File: src/rtl/fp_pkg.sv
`default_nettype none
// +----------------------------------------------------------------------------+
// | fp_pkg: shared FP32 field widths, saturation exponents and sequencer states |
// | Rev 1.0                                                                    |
// +----------------------------------------------------------------------------+
package fp_pkg;

    localparam int EXP_W  = 8;
    localparam int FRAC_W = 23;
    localparam int BIAS   = 127;

    localparam logic [EXP_W-1:0] EXP_SAT_MAX = 8'hFE;
    localparam logic [EXP_W-1:0] EXP_SAT_MIN = 8'h01;

    typedef enum logic [2:0] {
        IDLE = 3'd0,
        EXP  = 3'd1,
        MANT = 3'd2,
        NORM = 3'd3,
        DONE = 3'd4
    } state_t;

endpackage
`default_nettype wire

File: src/rtl/expaddtoresult_mux.sv
`default_nettype none
// +----------------------------------------------------------------------------+
// | expaddtoresult_mux: final exponent select between normal and saturated     |
// | Rev 1.0                                                                    |
// +----------------------------------------------------------------------------+
module expaddtoresult_mux
    import fp_pkg::*;
(
    input  logic [EXP_W-1:0] i_exp,
    input  logic             i_sel_ovf,
    input  logic             i_sel_unf,
    output logic [EXP_W-1:0] o_exp
);

    always_comb begin
        o_exp = i_exp;
        if (i_sel_ovf) begin
            o_exp = EXP_SAT_MAX;
        end else if (i_sel_unf) begin
            o_exp = EXP_SAT_MIN;
        end
    end

endmodule
`default_nettype wire

File: src/rtl/fpmul_seq_ctrl.sv
`default_nettype none
// +----------------------------------------------------------------------------+
// | fpmul_seq_ctrl: multi-cycle FP32 shift-add multiplier with saturation      |
// | Rev 1.0                                                                    |
// +----------------------------------------------------------------------------+
module fpmul_seq_ctrl
    import fp_pkg::*;
#(
    parameter int EXP_W  = fp_pkg::EXP_W,
    parameter int FRAC_W = fp_pkg::FRAC_W,
    parameter int BIAS   = fp_pkg::BIAS
) (
    input  logic                    clk,
    input  logic                    rst_n,
    input  logic                    in_valid,
    output logic                    in_ready,
    input  logic [EXP_W+FRAC_W:0]   in_a,
    input  logic [EXP_W+FRAC_W:0]   in_b,
    output logic                    out_valid,
    input  logic                    out_ready,
    output logic [EXP_W+FRAC_W:0]   out_result,
    output logic                    out_overflow,
    output logic                    out_underflow
);

    localparam int W  = 1 + EXP_W + FRAC_W;
    localparam int MW = FRAC_W + 1;
    localparam int PW = 2 * MW;
    localparam int EW = EXP_W + 2;
    localparam int CW = $clog2(MW);

    localparam logic [CW-1:0]        c_cnt_last = CW'(FRAC_W);
    localparam logic signed [EW-1:0] c_e_max    = EW'((1 << EXP_W) - 1);

    state_t                r_state;
    logic [W-1:0]          r_a, r_b;
    logic                  r_sign, r_zero;
    logic signed [EW-1:0]  r_e;
    logic [PW-1:0]         r_mcand, r_prod;
    logic [MW-1:0]         r_mplier;
    logic [CW-1:0]         r_cnt;
    logic                  r_in_ready, r_out_valid, r_ovf, r_unf;
    logic [W-1:0]          r_out_result;

    logic [EXP_W-1:0]      w_ea, w_eb, w_exp_sel;
    logic signed [EW-1:0]  w_e_sum, w_e_norm;
    logic                  w_norm_hi, w_ovf, w_unf;
    logic [FRAC_W-1:0]     w_frac_norm, w_frac_sat;

    assign w_ea     = r_a[W-2 -: EXP_W];
    assign w_eb     = r_b[W-2 -: EXP_W];
    assign w_e_sum  = EW'({2'b00, w_ea}) + EW'({2'b00, w_eb}) - EW'(BIAS);

    // A set product MSB means the mantissa product landed in [2,4): shift one more.
    assign w_norm_hi   = r_prod[PW-1];
    assign w_e_norm    = r_e + EW'({{(EW-1){1'b0}}, w_norm_hi});
    assign w_frac_norm = w_norm_hi ? r_prod[PW-2 -: FRAC_W] : r_prod[PW-3 -: FRAC_W];
    assign w_ovf       = (w_e_norm >= c_e_max);
    assign w_unf       = !w_ovf && (w_e_norm[EW-1] || (w_e_norm == '0));
    assign w_frac_sat  = w_ovf ? '1 : (w_unf ? '0 : w_frac_norm);

    expaddtoresult_mux u_exp_mux (
        .i_exp     (w_e_norm[EXP_W-1:0]),
        .i_sel_ovf (w_ovf),
        .i_sel_unf (w_unf),
        .o_exp     (w_exp_sel)
    );

    always_ff @(posedge clk or negedge rst_n) begin
        if (!rst_n) begin
            r_state      <= IDLE;
            r_a          <= '0;
            r_b          <= '0;
            r_sign       <= 1'b0;
            r_zero       <= 1'b0;
            r_e          <= '0;
            r_mcand      <= '0;
            r_prod       <= '0;
            r_mplier     <= '0;
            r_cnt        <= '0;
            r_in_ready   <= 1'b0;
            r_out_valid  <= 1'b0;
            r_out_result <= '0;
            r_ovf        <= 1'b0;
            r_unf        <= 1'b0;
        end else begin
            case (r_state)
                IDLE: begin
                    if (r_in_ready && in_valid) begin
                        r_a        <= in_a;
                        r_b        <= in_b;
                        r_in_ready <= 1'b0;
                        r_state    <= EXP;
                    end else begin
                        r_in_ready <= 1'b1;
                    end
                end
                EXP: begin
                    r_sign   <= r_a[W-1] ^ r_b[W-1];
                    r_e      <= w_e_sum;
                    r_zero   <= (w_ea == '0) || (w_eb == '0);
                    r_mcand  <= {{MW{1'b0}}, 1'b1, r_a[FRAC_W-1:0]};
                    r_mplier <= {1'b1, r_b[FRAC_W-1:0]};
                    r_prod   <= '0;
                    r_cnt    <= '0;
                    // Flushed operands skip the multiply but still pass NORM, giving a two-edge result.
                    r_state  <= ((w_ea == '0) || (w_eb == '0)) ? NORM : MANT;
                end
                MANT: begin
                    if (r_mplier[0]) begin
                        r_prod <= r_prod + r_mcand;
                    end
                    r_mcand  <= r_mcand << 1;
                    r_mplier <= r_mplier >> 1;
                    r_cnt    <= r_cnt + 1'b1;
                    if (r_cnt == c_cnt_last) begin
                        r_state <= NORM;
                    end
                end
                NORM: begin
                    if (r_zero) begin
                        r_out_result <= {r_sign, {(W-1){1'b0}}};
                        r_ovf        <= 1'b0;
                        r_unf        <= 1'b0;
                    end else begin
                        r_out_result <= {r_sign, w_exp_sel, w_frac_sat};
                        r_ovf        <= w_ovf;
                        r_unf        <= w_unf;
                    end
                    r_out_valid <= 1'b1;
                    r_state     <= DONE;
                end
                DONE: begin
                    if (out_ready) begin
                        r_out_valid <= 1'b0;
                        r_in_ready  <= 1'b1;
                        r_state     <= IDLE;
                    end
                end
                default: begin
                    r_state <= IDLE;
                end
            endcase
        end
    end

    assign in_ready      = r_in_ready;
    assign out_valid     = r_out_valid;
    assign out_result    = r_out_result;
    assign out_overflow  = r_ovf;
    assign out_underflow = r_unf;

endmodule
`default_nettype wire
File: config.mk
export PLATFORM = sky130hd
export DESIGN_NAME = fpmul_seq_ctrl
export DESIGN_NICKNAME = d
export VERILOG_FILES = /design/src/rtl/fp_pkg.sv /design/src/rtl/expaddtoresult_mux.sv /design/src/rtl/fpmul_seq_ctrl.sv
export SDC_FILE = /design/constraint.sdc
export NUM_CORES = 1
export LEC_CHECK = 0
export BUFFER_PORTS_ARGS = -buffer_cell sky130_fd_sc_hd__buf_2
export CORE_UTILIZATION = 60
export CTS_BUF_LIST = sky130_fd_sc_hd__clkbuf_2
export DETAILED_ROUTE_END_ITERATION = 10
export PLACE_DENSITY = 0.76
export SLEW_MARGIN = 20
export SYNTH_ARGS = -nofsm -noshare
export SYNTH_HDL_FRONTEND = slang
export SYNTH_SLANG_ARGS = --single-unit
File: constraint.sdc
create_clock -name clk -period 5.25 [get_ports clk]
set_input_delay 0.7875 -clock clk [delete_from_list [all_inputs] [get_ports clk]]
set_output_delay 0.7875 -clock clk [all_outputs]
set_load 0.02 [all_outputs]
==> reports/summary.md, run 1 <==
- 48900 um — global-route wire length before repair
- 0.113 ns — worst slack on hold paths
- 100% — Async S/R FF share, synth
- 60 — clock buffer count from CTS
- 240 — clock sink count
- 1120 um — length of routed met3 wiring
- reg2reg — type of the worst setup path
- 19400 um — DP Wirelength
- 1447 — Mapped Nets
- 16.7 um — average wire per cell in the routed design
- dfrtp_1, nand2_1, buf_2 — most frequent cells in the layout
- 2 — number of H-tree branching levels
- 0 — number of hold-slack violations in the final timing report
- 19.5% — fraction of layout cells with a size suffix above 1
- 0 — number of enable flip-flop cells after synthesis
- dfrtp_1 — most common flop cell mapped by yosys
- 9.09% — layout overhead on the synthesized area
- 9.82 um^2 — syn avg cell area
- no — unrepaired setup endpoints after global routing
- 0.89 ns — clock latency reported for the late side of the worst-skew pair
- 5.91 — average vias per placed instance
- 3.98 ns — endpoint arrival time on the critical path
- flip-flop — Worst setup EP type
- 6010 um^2 — Sequential Area
- 13500 um — met2 routed WL
- 10100 — vias after detailed routing
- 6450 um^2 — combined area of the multi-input logic cells
- 148 um — die span in x
- 0 — number of routed nets with antenna violations
- 0 — total global routing overflow
- 63 — Distinct cells, synth
- 1730 — Filler Cell Count
- 1 — antenna violations before repair
- 3.24 ns — time the worst path needs with I/O delays and setup
- 0 — Yosys Warn Count
- 103 — count of input and output buffers
- 148 um — Die Height
- 0.86 ns — peak per-stage delay on the critical path
- 46.6% — sequential cell area fraction in the yosys report
- 3 — worst-case clock buffer depth
- met4 — top layer used by detailed routing
- in2reg — class of the tightest hold or removal check
- 6 — DRT Pass-1 Iters
- 240 — register bit total from synthesis
- 1.04 ns — transition time at the pin with the least slew margin
- 27.2% — total routing resource utilization after global routing
- 6.72 nW — Lkg Pwr
- 0.0240 ns — clock skew
- 0 ns — Total Neg Setup Slack
- 22000 um^2 — Die Area
- 1311 — instance count of the mapped netlist
- 61.3% — initial cell density of the core
- 21000 um^2 — Floorplan Core Area
- 9896 — number of global-route vias before repair
- 13400 um — met1 WL
- 0.911 — final weighted congestion in routability-driven placement
- o41ai_1 — worst-path cell with the longest stage delay
- 12900 um^2 — Post-Syn Area
- 0 — max-slew violation count
- 310 uV — worst vdd rail ir drop
- compound AO/OA/AOI/OAI gates — kind of cell adding the most delay to the critical path
- 0 — Buffers & Inverters on Critical Path
- finished, final reports clean — status
- 104 — I/O Pins
- 29.8% — Max transition margin
- 565 nW/um^2 — Power Dens Cells
- 28600 um — overall routed net length
- 5 — crit path max fanout
- 5.99 ns — required arrival time at the worst endpoint
- flip-flop — kind of start point of the critical path
- dfrtp_1 — most common cell after layout, fill and taps aside
- 639 — number of violations reported at the end of detailed-routing iteration 0
- 128 — largest net degree at the start of global routing
- 0 — DRC violations left
- 0 — count of cells resized by post-cts repair
- ha_1 > a21o_1 > and2_1 > o31ai_1 > a2111oi_2 > o41ai_1 > o31a_1 > xor2_1 > o21ai_1 — cell chain of the critical path
- 53 — row count
- 309 MHz — highest attainable clock frequency
- 0.09 ns — Clock transition at path regs
- clkbuf_2 — root buffer cell
- built — clock tree from TritonCTS
- 0 — final setup vio count
- 1541 — number of nets in the layout
- 0 — max capacitance violation total
- 61.7% — post-route clock period utilization
cells in the mapped netlist (all sizes together) (3+ instances only):
library cell	number	area, um^2
and2	5	31.3
o31ai	13	97.6
ha	66	826
a311oi	5	61.3
mux2i	27	270
o2111ai	3	26.3
clkbuf	61	229
nor3	13	65.1
or3	7	43.8
mux2	61	687
a22oi	46	345
nand4	19	119
xnor2	31	272
nand3	68	340
nor4	6	37.5
nand2	206	773
nor2	49	184
xor2	14	123
nor3b	3	22.5
a21o	21	158
inv	30	113
buf	21	103
o41ai	7	61.3
o21ai	78	390
a22o	26	228
o211ai	30	225
o21bai	9	67.6
or4	3	22.5
and4	3	26.3
a21oi	63	330
o21a	7	52.6
nand2b	3	18.8
a31o	3	26.3
a31oi	15	93.8
a211oi	4	30.0
a2111oi	3	32.5
nor2b	7	43.8
and3	13	86.3
dfrtp	240	6010
through the flow:
step | util (%) | cell area (um^2) | setup WS [ns] | power, mW | std cells
floorplan | - | 12900 | 2.55 | 5.84 | 1311
global placement | 64.3 | 13500 | 2.15 | 6.65 | 1617
detailed placement | 64.3 | 13500 | 2.13 | 6.74 | 1617
CTS | 66.8 | 14000 | 2.02 | 7.99 | 1715
global route | 66.8 | 14000 | 1.65 | 8.63 | 1716
finish | 66.8 | 14000 | 2.01 | 7.94 | 1716
kinds of logic (layout without fill, tap and decap cells):
kind of cell	after synthesis	count (layout)	share of synthesized area, %
buffers and inverters	112	241	3.45
DFF	240	240	46.6
and+or+nand+nor	413	413	14.6
muxes	88	88	7.43
xor gates and xnor gates	45	45	3.06
other	0	1	0
AOI/OAI and AO/OA	345	345	18.1
adders and majority gates	68	68	6.72
sequential cells by signal, indices dropped and copies added (netlist names):
signal and cells:
r_sign 1, out_result 32, r_e 10, r_prod 48, r_mplier 24, in_ready 1
r_state 3, r_zero 1, out_overflow 1, r_cnt 5, out_underflow 1, r_b 32
r_mcand 48, r_a 32, out_valid 1
path summary, 6_finish.rpt:
| path | from | to | slack [ns] | depth (start not counted) |
|---|---|---|---|---|
| setup / recovery | r_mcand[4] | r_prod[40] | 2.01 | 9 |
| hold / removal | in_a[30] | r_a[30] | 0.11 | 3 |
| setup reg to reg | r_mcand[4] | r_prod[40] | 2.01 | 9 |
| hold reg to reg | out_overflow | out_overflow | 0.48 | 2 |
| max in group asynchronous | rst_n | r_prod[12] | 3.56 | 3 |
| min in group asynchronous | rst_n | out_result[29] | 0.53 | 2 |
power breakdown:
group | internal, mW | switching, mW | total (mW)
registers | 2.59 | 0.532 | 3.12
clock network | 0.480 | 0.747 | 1.23
logic | 1.46 | 2.12 | 3.59
total | 4.53 | 3.40 | 7.94
timing repair:
| action | in CTS | in global routing |
|---|---|---|
| hold endpoints to repair | 54 | 0 |
| setup buffers | 0 | 0 |
| hold buffers | 1 | 0 |
worst reg2reg max path: stages (launching register included):
cell and delay [ns]:
dfrtp_1 0.41, ha_1 0.37, a21o_1 0.21, and2_1 0.17, o31ai_1 0.41, a2111oi_2 0.16
o41ai_1 0.86, o31a_1 0.27, xor2_1 0.16, o21ai_1 0.07
layer usage:
metal | up-vias | global-route usage, %
li1 | 4989 | -
met1 | 4883 | 37.8
met2 | 213 | 43.8
met3 | 52 | 3.96
met4 | 0 | 9.33
met5 | - | 0
cell type report:
| class | count | area share [%] |
|---|---|---|
| Multi-Input combinational cell | 959 | 45.9 |
| Sequential cell | 240 | 42.8 |
| Timing Repair Buffer | 114 | 4.44 |
| Clock buffer | 84 | 2.99 |
| Tap cell | 275 | 2.45 |
| Inverter | 30 | 0.802 |
| Clock inverter | 13 | 0.615 |
| Antenna cell | 1 | 0.0178 |
(Power assumes the default switching activity.)
==> inputs of run 2 (changes only) <==
- CORE_UTILIZATION: 60 -> 56
- PLACE_DENSITY: 0.76 -> 0.74
- clock period: 5.25 -> 2.6 ns (I/O delays scaled with it)
==> run 2 against run 1 <==
The run now ends with setup timing left. Sequential share of layout area fell by 6.1 points. Utilization rose by 5.7 points. Non-clock buffer count rose by 199. Sequential power rose by 100%. Clock skew rose by 0.085 ns. Worst setup slack got worse by 2.3 ns.
==> reports/summary.md, run 2 (synthesis results as in run 1) <==
- 17.2 um — average wire per cell in the routed design
- 0.916 — final weighted congestion in routability-driven placement
- 0 — number of hold-slack violations in the final timing report
- clkbuf_2 — root buffer cell
- flip-flop — kind of start point of the critical path
- 1 — antenna violations before repair
- 55 — row count
- 11700 — number of global-route vias before repair
- 1746 — number of nets in the layout
- 346 MHz — highest attainable clock frequency
- 154 um — die span in x
- built — clock tree from TritonCTS
- 33300 um — overall routed net length
- 12 — final setup vio count
- 103 — count of input and output buffers
- 0.674 ns — transition time at the pin with the least slew margin
- flip-flop — Worst setup EP type
- 56200 um — global-route wire length before repair
- 41.9% — switch share
- 7.68 mW — switching power total
- 34.7% — sequential fraction of design power
- 0 — DRC violations left
- 1754 — # placed instances
- 0 — max-slew violation count
- 15.8% — power share of the clock group
- 111% — post-route clock period utilization
- setup timing — violations in the final reports
- 154 um — Die Height
- complete, but fails checks — status
- 1939 — final cell count without fillers
- 0 — max capacitance violation total
- 21800 um — DP Wirelength
- -0.291 ns — least setup slack across all paths after layout
- 0.109 ns — clock skew
- 7 — DRT Pass-1 Iters
- 0.0512 ns — worst slack on hold paths
- 3.66 ns — endpoint arrival time on the critical path
- 7.79 nW — Lkg Pwr
- r_mcand: 48 flops, r_prod: 48 flops — top flop regs
- 11200 — vias after detailed routing
- 5.80 — average vias per placed instance
- dfrtp_1 — most common cell after layout, fill and taps aside
- 23600 um^2 — Die Area
- 50.5% — global-route track usage on met2
- 16400 um^2 — fin area
- 27.1% — layout overhead on the synthesized area
- 4.85% — met3 Use GR
- -0.218 ns — Setup Slack @ Placement
- -1.69 ns — Total Neg Setup Slack
- 694 uV — worst vdd rail ir drop
- 0.86 ns — clock latency reported for the late side of the worst-skew pair
- 55.0% — Max transition margin
- 29.3% — total routing resource utilization after global routing
- 3 — worst-case clock buffer depth
- 662 — number of violations reported at the end of detailed-routing iteration 0
- in2reg — class of the tightest hold or removal check
- 104 — I/O Pins
- 57.0% — initial cell density of the core
- 1120 nW/um^2 — Power Dens Cells
- 36.6% — met1 track demand over resource in global routing
- 0 — total global routing overflow
- 14600 um^2 — placed cell areas
- 22600 um^2 — Floorplan Core Area
- 72.5% — Layout Utilization
- 29.5% — fraction of layout cells with a size suffix above 1
- 10.6 mW — internal power of the cells
- dfrtp_1, nand2_1, buf_4 — most frequent cells in the layout
- 0.10 ns — Clock transition at path regs
- 0 — number of routed nets with antenna violations
- 240 — clock sink count
- 75 — largest net degree at the start of global routing
- reg2reg — type of the worst setup path
- yes — unrepaired setup endpoints after global routing
- 3 — number of H-tree branching levels
- 2.89 ns — time the worst path needs with I/O delays and setup
- 66 — clock buffer count from CTS
- 18.3 mW — power consumption
- 49.5% — Gate power share
- 3.37 ns — required arrival time at the worst endpoint
- 2 — crit path max fanout
- met2 — grt peak-use layer
run 2: cell count changes in the layout (fill, tap and decap cells not counted), sizes merged:
| cell | change |
|---|---|
| buf | +134 |
| bufinv | +2 |
| clkbuf | +9 |
| clkinv | +2 |
| clkinvlp | +1 |
| dlygate4sd3 | +65 |
run 2: cell type report:
cell class              count  area [um^2]
multi-input cells         959         6900
fillers                  1637         6200
flip-flops and latches    240         6010
repair buffers            313         2360
clock buffers              93          465
well taps                 285          357
clock inverters            18          165
inverters                  30          113
diodes                      1         2.50
run 2: what timing repair did:
item	CTS	global route
hold endpoints to repair	212	0
resized for setup	29	54
pin swaps	8	26
hold buffers	66	0
endpoints found under the setup margin	13	57
setup buffers	4	4
run 2: power by group through the flow:
stage / sequential, mW / clock [mW] / combinational, mW
2_1_floorplan: 6.33 / 0 / 5.53
3_3_place_gp: 6.26 / 0 / 8.34
3_5_place_dp: 6.34 / 0 / 8.56
4_1_cts: 6.29 / 2.96 / 8.79
5_1_grt: 6.52 / 3.18 / 10.0
6_report: 6.35 / 2.90 / 9.07
run 2: metal layers:
| layer | routed length, um | share of wire, % |
|---|---|---|
| met4 | 906 | 2.7 |
| met5 | 0 | 0 |
| met3 | 1640 | 4.9 |
| met1 | 14100 | 43 |
| met2 | 16600 | 50 |
run 2: worst paths after layout:
check                           start          to  slack, ns  depth (start not counted)
setup / recovery           r_mcand[0]  r_prod[44]      -0.29                         12
hold / removal               in_valid  r_state[0]       0.05                          7
setup reg to reg           r_mcand[0]  r_prod[44]      -0.29                         12
hold reg to reg                r_a[8]  r_mcand[8]       0.43                          2
max in group asynchronous       rst_n  r_prod[10]       1.65                          3
min in group asynchronous       rst_n     r_b[26]       0.08                          2
run 2: critical path, cell delays in order (launching register included):
cell	delay (ns)
dfrtp_1	0.43
ha_4	0.17
inv_2	0.04
fa_2	0.33
nand2b_4	0.16
a21oi_4	0.16
buf_6	0.12
o31ai_4	0.06
a2111oi_4	0.41
o41ai_2	0.14
o31a_1	0.27
or4_1	0.40
nand3_1	0.10
==> inputs of run 3 (changes only) <==
- CORE_UTILIZATION: 56 -> 25
- PLACE_DENSITY: 0.74 -> 0.37
==> run 3 against run 2 <==
The flow still finishes with violations (setup timing). Design area increased by 12%. Die area increased by 120%. Sequential share of layout area decreased by 3.9 points. Via count grew 2.0%. First-iteration DRC count is 41% lower. Count of clock-buffer cells in the layout up 4. Non-clock buffer count increased by 116.
==> reports/summary.md, run 3 (synthesis results as in run 1) <==
- 3 — worst-case clock buffer depth
- 19000 um — met2 routed WL
- 16.3 um — average wire per cell in the routed design
- 32.2% — fraction of layout cells with a size suffix above 1
- 15.5% — total routing resource utilization after global routing
- 390 — number of violations reported at the end of detailed-routing iteration 0
- 65300 um — global-route wire length before repair
- 0 — max capacitance violation total
- 52400 um^2 — Die Area
- 25.5% — initial cell density of the core
- 26900 um — DP Wirelength
- 0.45 ns — peak per-stage delay on the critical path
- 12200 — number of global-route vias before repair
- 15400 um^2 — placed cell areas
- 3 — crit path max fanout
- built — clock tree from TritonCTS
- 72 — clock buffer count from CTS
- a2111oi_4 — worst-path cell with the longest stage delay
- 0.0986 ns — clock skew
- 0.814 — final weighted congestion in routability-driven placement
- 50500 um^2 — Floorplan Core Area
- 0 — DRC violations left
- flip-flop — Worst setup EP type
- 1060 nW/um^2 — Power Dens Cells
- 1.05 ns — clock latency reported for the late side of the worst-skew pair
- 103 — count of input and output buffers
- 0.622 ns — transition time at the pin with the least slew margin
- 229 um — Die Height
- in_b[27] — Min-Delay Startpoint
- 42.3% — layout overhead on the synthesized area
- dfrtp_1, nand2_1, buf_4 — most frequent cells in the layout
- 2178 — # placed instances
- 4.68 — average vias per placed instance
- 240 — clock sink count
- reg2reg — type of the worst setup path
- 8.39 nW — Lkg Pwr
- 110% — post-route clock period utilization
- clkbuf_2 — root buffer cell
- 3.56 ns — required arrival time at the worst endpoint
- complete, but fails checks — status
- yes — unrepaired setup endpoints after global routing
- r_mcand[0] — launching point of the worst reg2reg path
- 76 — largest net degree at the start of global routing
- 2 — antenna violations before repair
- 0 — total global routing overflow
- 18300 um^2 — fin area
- 1868 — number of nets in the layout
- 616 uV — worst vdd rail ir drop
- 0 — number of hold-slack violations in the final timing report
- 8 — final setup vio count
- r_prod[44] — CP endpoint
- 2.86 ns — time the worst path needs with I/O delays and setup
- 39900 um — overall routed net length
- -0.26 ns — flop-to-flop setup slack
- 1420 um — length of routed met3 wiring
- 0 — max-slew violation count
- -0.262 ns — least setup slack across all paths after layout
- 3.82 ns — endpoint arrival time on the critical path
- 2453 — final cell count without fillers
- -0.418 ns — Setup Slack @ Placement
- r_prod[44] — critical register-to-register path endpoint
- in2reg — class of the tightest hold or removal check
- setup timing — violations in the final reports
- 229 um — die span in x
- 5 — DRT Pass-1 Iters
- 0 — number of routed nets with antenna violations
- 3 — worst hold path cell count
- 104 — I/O Pins
- flip-flop — kind of start point of the critical path
- 3 — number of H-tree branching levels
- r_mcand[0] — origin of the worst setup path
- 18400 um — met1 WL
- 349 MHz — highest attainable clock frequency
- 82 — row count
- ha_2 > inv_2 > fa_2 > nand2b_4 > a21oi_4 > o31ai_4 > a2111oi_4 > o41ai_4 > o31a_1 > or4_1 > nand3_1 — cell chain of the critical path
- 11500 — vias after detailed routing
- dfrtp_1 — most common cell after layout, fill and taps aside
- r_mcand: 48 flops, r_prod: 48 flops — top flop regs
- met4 — top layer used by detailed routing
- 0.10 ns — Clock transition at path regs
- 11 — cell count of the worst reg-to-reg path
- 58.1% — Max transition margin
[run 3: changes by cell type in the layout (fill, tap and decap cells not counted), sizes merged, moves of 2 or more]
cell         change
diode            +2
buf             +47
dlygate4sd3     +68
clkinv           +7
clkbuf           +5
[run 3: routing by layer]
metal	track usage [%]	up-vias
met1	19.9	5565
met3	3.37	77
met5	0	-
li1	-	5654
met4	5.48	0
met2	25.6	173
[run 3: power by group]
part	switching (mW)	internal [mW]
clock network	1.79	1.23
registers	1.13	5.23
logic	5.22	4.87
total	8.14	11.3
[run 3: worst min-delay path by stage]
| stage | end | slack (ns) |
|---|---|---|
| after floorplan | in_ready | 0.09 |
| final | r_b[27] | 0.15 |
| after global routing | r_b[27] | 0.003 |
| after detailed placement | r_e[6] | 0.34 |
| after CTS | r_a[27] | 0.0007 |
| after global placement | r_e[6] | 0.35 |
[run 3: what timing repair did]
item	4_1_cts	5_1_grt
setup buffers	2	14
pin swaps	8	38
cloned	0	2
hold buffers	135	0
hold endpoints to repair	308	0
gates resized for setup	49	80
setup endpoints to repair	23	58
[run 3: area by class of cell]
cell class / instances / area (um^2)
multi-input cells: 959 / 7200
clock buffers: 97 / 485
fillers: 5271 / 32200
repair buffers: 429 / 3500
flip-flops and latches: 240 / 6010
well taps: 672 / 841
diodes: 3 / 7.51
inverters: 30 / 113
clock inverters: 23 / 166
[run 3: critical path, delay by kind of cell (launching register included)]
| family | cells | cell delay, ns |
|---|---|---|
| buffers and inverters | 1 | 0.04 |
| flip-flops | 1 | 0.37 |
| AO/OA/AOI/OAI | 5 | 1.17 |
| AND/OR/NAND/NOR | 3 | 0.65 |
| adder cells (fa/ha/maj) | 2 | 0.53 |
[run 3: metrics by stage]
stage	utilization [%]	total power, mW	hold WS (ns)	setup TNS (ns)
floorplan	-	11.9	0.0944	-0.0228
global placement	30.6	15.5	0.347	-1.70
detailed placement	30.6	15.5	0.344	-2.04
CTS	35.1	19.4	0.000705	-1.19
global route	36.3	21.3	0.00254	-4.18
finish	36.3	19.5	0.152	-1.10
